`src/rtl/pc_gen_unit.sv`:
```
// rtl/pc_gen_unit.sv - fetch-stage program-counter generator with stall, halt, trap and jump redirects
// Optional build macro PC_MISALIGN_TRAP_EN turns misaligned redirect targets into traps.
module pc_gen_unit #(
  parameter int              XLEN       = 32,
  parameter logic [XLEN-1:0] RESET_VEC  = 32'h0000_0000,
  parameter logic [XLEN-1:0] TRAP_VEC   = 32'h0000_0100,
  parameter int              INSN_BYTES = 4
) (
  input  logic            clk,
  input  logic            rst,
  input  logic            fetch_ready,
  input  logic            branch,
  input  logic            zero,
  input  logic [XLEN-1:0] branch_dest,
  input  logic            jump,
  input  logic [XLEN-1:0] jump_dest,
  input  logic            trap,
  input  logic            mret,
  input  logic            halt,
  input  logic            resume,
  output logic [XLEN-1:0] pc,
  output logic            pc_valid,
  output logic [XLEN-1:0] pc_plus,
  output logic [XLEN-1:0] epc,
`ifdef PC_MISALIGN_TRAP_EN
  output logic            misalign_err,
`endif
  output logic [1:0]      state
);

  typedef enum logic [1:0] {
    BOOT = 2'b00,
    RUN  = 2'b01,
    HALT = 2'b10
  } pc_state_t;

  localparam logic [XLEN-1:0] STEP       = XLEN'(INSN_BYTES);
  localparam logic [XLEN-1:0] ALIGN_MASK = ~(STEP - XLEN'(1));

  pc_state_t       cur_state, nxt_state;
  logic [XLEN-1:0] pc_nxt, epc_nxt;
  logic [XLEN-1:0] tgt;
  logic            tgt_req;
`ifdef PC_MISALIGN_TRAP_EN
  logic            err_nxt;
`endif

  assign pc_plus  = pc + STEP;
  assign pc_valid = (cur_state == RUN);
  assign state    = cur_state;

  // Non-trap redirect target, already in priority order mret > jump > branch-taken.
  always_comb begin
    tgt     = '0;
    tgt_req = 1'b0;
    if (mret) begin
      tgt     = epc;
      tgt_req = 1'b1;
    end else if (jump) begin
      tgt     = jump_dest;
      tgt_req = 1'b1;
    end else if (branch && zero) begin
      tgt     = branch_dest;
      tgt_req = 1'b1;
    end
  end

  always_comb begin
    nxt_state = cur_state;
    pc_nxt    = pc;
    epc_nxt   = epc;
`ifdef PC_MISALIGN_TRAP_EN
    err_nxt   = 1'b0;
`endif
    case (cur_state)
      BOOT: nxt_state = RUN;
      RUN: begin
        if (trap) begin
          pc_nxt  = TRAP_VEC;
          epc_nxt = pc;
        end else if (tgt_req) begin
`ifdef PC_MISALIGN_TRAP_EN
          if ((tgt & ~ALIGN_MASK) != '0) begin
            pc_nxt  = TRAP_VEC;
            epc_nxt = tgt;
            err_nxt = 1'b1;
          end else begin
            pc_nxt  = tgt;
          end
`else
          pc_nxt = tgt & ALIGN_MASK;
`endif
        end else if (halt) begin
          nxt_state = HALT;
        end else if (fetch_ready) begin
          pc_nxt = pc_plus;
        end
      end
      HALT: begin
        // Only a trap may redirect out of halt; it also resumes execution.
        if (trap) begin
          pc_nxt    = TRAP_VEC;
          epc_nxt   = pc;
          nxt_state = RUN;
        end else if (resume) begin
          nxt_state = RUN;
        end
      end
      default: nxt_state = BOOT;
    endcase
  end

  always_ff @(posedge clk) begin
    if (rst) begin
      cur_state <= BOOT;
      pc        <= RESET_VEC;
      epc       <= '0;
    end else begin
      cur_state <= nxt_state;
      pc        <= pc_nxt;
      epc       <= epc_nxt;
    end
  end

`ifdef PC_MISALIGN_TRAP_EN
  always_ff @(posedge clk) begin
    if (rst) misalign_err <= 1'b0;
    else     misalign_err <= err_nxt;
  end
`endif

endmodule
```
`config.mk`:
```
export PLATFORM = sky130hd
export DESIGN_NAME = pc_gen_unit
export DESIGN_NICKNAME = d
export VERILOG_FILES = /design/src/rtl/pc_gen_unit.sv
export SDC_FILE = /design/constraint.sdc
export NUM_CORES = 1
export LEC_CHECK = 0
export ABC_AREA = 1
export CAP_MARGIN = 20
export CORE_MARGIN = 2
export CORE_UTILIZATION = 44
export CTS_BUF_LIST = sky130_fd_sc_hd__clkbuf_2 sky130_fd_sc_hd__clkbuf_4 sky130_fd_sc_hd__clkbuf_8
export DETAILED_ROUTE_END_ITERATION = 6
export PLACE_DENSITY = 0.83
export SYNTH_ARGS = -nofsm -noshare
export SYNTH_HDL_FRONTEND = slang
export SYNTH_SLANG_ARGS = --single-unit
```
`constraint.sdc`:
```
create_clock -name clk -period 2.3 [get_ports clk]
set_clock_uncertainty 0.2 [all_clocks]
set_input_delay 0.46 -clock clk [delete_from_list [all_inputs] [get_ports clk]]
set_output_delay 0.46 -clock clk [all_outputs]
set_load 0.005 [all_outputs]
```
==> key figures <==
Status
  – Status: finished with violations
  – Failing checks: DRC, setup timing

Synth
  – Synth Cell Area: 4046 sq um
  – Synth warn: 0
  – Post-synth EDFFs: 0
  – Most frequent cell after synthesis: nand2_1
  – Synth Area in Compound Gates: 17.97%
  – Sequential-to-total area share from yosys stat: 30.67%
  – Largest family of logic cells by synthesized area: simple AND/OR/NAND/NOR gates
  – Number of distinct library cells after synthesis: 33
  – Xor/xnor share of the synthesized area: 0.4329%
  – Synthesized area per cell: 6.004 sq um
  – Mapped Cells: 674
  – Adder-cell share of the synthesized area: 1.237%
  – Most used DFF post-synth: dfxtp_1
  – Post-synth ARST share: 0%
  – Post-synthesis register bit count: 62
  – Post-synthesis mux area share: 0%
  – Dominant cell type by area after synthesis: dfxtp_1
  – Synth area leaders: dfxtp_1 31%, nand2_1 18%, nand3_1 11%
  – Top-area cell type share of the netlist area: 30.67%
  – Commonest cells in the netlist: 194 x nand2_1, 92 x nand3_1, 80 x nor2_1
  – Simple-gate area share of the yosys netlist: 39.83%

Clocking
  – Total CTS buffers: 9
  – Clk slew on worst S/H paths: 0.07 ns
  – CTS tree: yes
  – Cts hold-fix bufs: 0
  – Clock Tree Root: clkbuf_8
  – # H-tree levels: 3
  – CTS max path bufs: 2
  – Worst-Skew Late Latency: 0.36 ns
  – Sink Count: 62

Floorplan
  – Die area: 9979 sq um
  – Core footprint: 8806 sq um
  – IO Count: 173
  – Die Ht: 99.90 um
  – Num rows: 34
  – Initial Utilization: 45.95%
  – Die width: 99.90 um

Critical path
  – Reg2Reg Capture Point: pc[18]
  – CP max stage delay: 0.39 ns
  – Crit-path cells: nand2_1, nor2_4, nand2_4, nor2_4, buf_6, nand2_2, nand2_1, nand2_1, inv_1, buf_2
  – WP buf/inv: 3
  – Worst setup EP type: output port
  – CP Max Fanout: 4
  – FF-to-FF path depth: 16
  – Reg-to-Reg Start: pc[2]
  – Delay-heaviest family, CP: simple AND/OR/NAND/NOR gates
  – Kind of critical path: reg -> out
  – Critical Path Most Common Cell: nand2_1
  – Crit path launch type: flop
  – CP max-delay cell: dfxtp_2
  – Crit path DAT: 1.93 ns
  – Req. time, crit path: 1.64 ns
  – R2R Setup Slk: -0.14 ns

Job
  – Max Cap Viol: 0

Detailed routing
  – Drt first-iter violations: 780
  – WL/cell: 20.54 um
  – Routed WL: 22.00 mm
  – Drt first pass iters: 7
  – Post-DRT Antenna Nets: 0
  – Remaining DRCs: 6
  – Via count: 6595
  – Vias per inst: 6.158

Placed design
  – Placed cells: 1004
  – Post-place setup slack: -0.2993 ns
  – Area after DPL: 6351 sq um
  – Gpl congestion: 0.9658
  – Post-DP HPWL: 12.38 mm
  – Buffers on Ports: 162

Pwr
  – NetSw: 0.002195 W
  – Clk network pwr share: 18.6%
  – Leakage power: 3.086 nW
  – Power Density: 729.1 nW/um^2
  – Internal: 0.003214 W
  – Comb power frac: 50.9%
  – Power Total: 0.005409 W
  – Sw frac: 40.59%
  – Sequential share of power: 30.4%
  – VDD IR max: 0.0004591 V

Final layout
  – Area Growth Syn to Fin: 83.33%
  – # diodes: 0
  – # fillers: 489
  – Share of cells above drive strength 1: 31.88%
  – Final instance area: 7418 sq um
  – Final cell count without fillers: 1071
  – Nets: 1036

Timing
  – Setup-failing EPs final: 26
  – Total negative slack: -4.371 ns
  – Fin. Hold Viols: 0
  – Worst setup margin: -0.2874 ns
  – Final period demand of the worst path: 2.587 ns
  – F_max: 386.5 MHz
  – Final Cycle Share: 112.5%
  – Max-slew violations: 0
  – RSZ-0062 raised after global routing: yes

Global routing
  – Vias in the first global route: 6223
  – Pin count of the biggest net entering global routing: 32
  – Initial antenna violation count: 0
  – GRT overflow: 0
  – GRT Total Usage: 38.56%
  – First-pass GRT wire length: 30.33 mm

Hold path
  – Hold path depth: 2
  – Min-delay worst type: reg -> reg
  – Hold_sp: epc[4]
  – Hold worst-path end: epc[4]
## worst register-to-register path, cell delays in order (launching register included)
cell and delay (ns):
dfxtp_4 0.37, ha_4 0.15, nand3_4 0.12, inv_4 0.09
buf_12 0.10, nand2_8 0.06, nor2_4 0.21, buf_4 0.15
nand2_2 0.05, buf_6 0.11, buf_4 0.11, buf_4 0.12
buf_4 0.12, buf_4 0.13, nand3_2 0.08, nand3_2 0.07
a21oi_2 0.13
## per-layer routing
metal	share of wire, %	vias up	global-route usage, %
li1	-	2767	-
met1	33	2950	42.52
met2	46	648	68.04
met3	12	230	7.312
met4	9.0	0	24.34
met5	0	-	0
## metrics by stage
step / utilization (%) / hold slack [ns]
floorplan: - / 0.2845
global placement: 72.12 / 0.2836
detailed placement: 72.12 / 0.2903
CTS: 80.26 / 0.3068
global route: 84.24 / 0.3590
finish: 84.24 / 0.3160
## timing repair
action / in CTS / in global routing
setup endpoints to repair: 28 / 33
setup buffers: 41 / 16
resized for setup: 198 / 87
pin swaps: 40 / 31
## cell usage in the layout, fill, tap and decap left out, drive strengths merged, types with 2 or more instances in the layout
| cell type | Yosys | routed |
|---|---|---|
| dfxtp | 62 | 62 |
| nand3b | 2 | 2 |
| a211oi | 2 | 2 |
| nor2 | 86 | 86 |
| clkinv | 2 | 6 |
| clkdlybuf4s50 | 0 | 134 |
| or2 | 2 | 2 |
| ha | 4 | 4 |
| a21oi | 62 | 62 |
| conb | 1 | 6 |
| xor2 | 2 | 2 |
| a31oi | 13 | 13 |
| inv | 48 | 48 |
| nand2 | 195 | 195 |
| buf | 20 | 168 |
| and2 | 2 | 2 |
| o21ai | 56 | 56 |
| clkbuf | 18 | 13 |
| nand3 | 93 | 93 |
## power groups by stage
stage	clock [W]	sequential, W	combinational [W]
2_1_floorplan	0	0.00162	0.00102
3_3_place_gp	0	0.00159	0.00243
3_5_place_dp	0	0.00160	0.00248
4_1_cts	0.000969	0.00160	0.00251
5_1_grt	0.00104	0.00167	0.00292
6_report	0.00101	0.00164	0.00276
## area by class of cell
cell class                 count  area (sq um)  area share [%]
inverter                      50         196.4           2.648
sequential                    62          1260           16.98
clock inverter                 5         50.05          0.6747
tap                          108         135.1           1.822
timing repair buffer         306          2743           36.97
multi-input combinational    529          2895           39.03
clock buffer                  11         138.9           1.872
## how the worst max path moves through the flow
stage / from / to / slack (ns) / cells past startpoint
floorplan: pc[2] / pc_plus[20] / 0.33 / 6
global placement: pc[2] / pc_plus[24] / -0.21 / 9
detailed placement: pc[2] / pc_plus[20] / -0.30 / 9
CTS: pc[3] / pc_plus[27] / -0.19 / 11
global route: pc[5] / pc_plus[21] / -0.40 / 10
finish: pc[5] / pc_plus[21] / -0.29 / 10
## sequential cells by signal, indices dropped and copies added, names as in the netlist
register / flops
state: 2
epc: 30
pc: 30
## kinds of logic after synthesis
kind of cell | after synthesis
and+or+nand+nor | 382
AOI/OAI and AO/OA | 135
buffers and inverters | 88
DFF | 62
adders and majority gates | 4
xor gates and xnor gates | 2
other | 1
(Power assumes the default switching activity.)
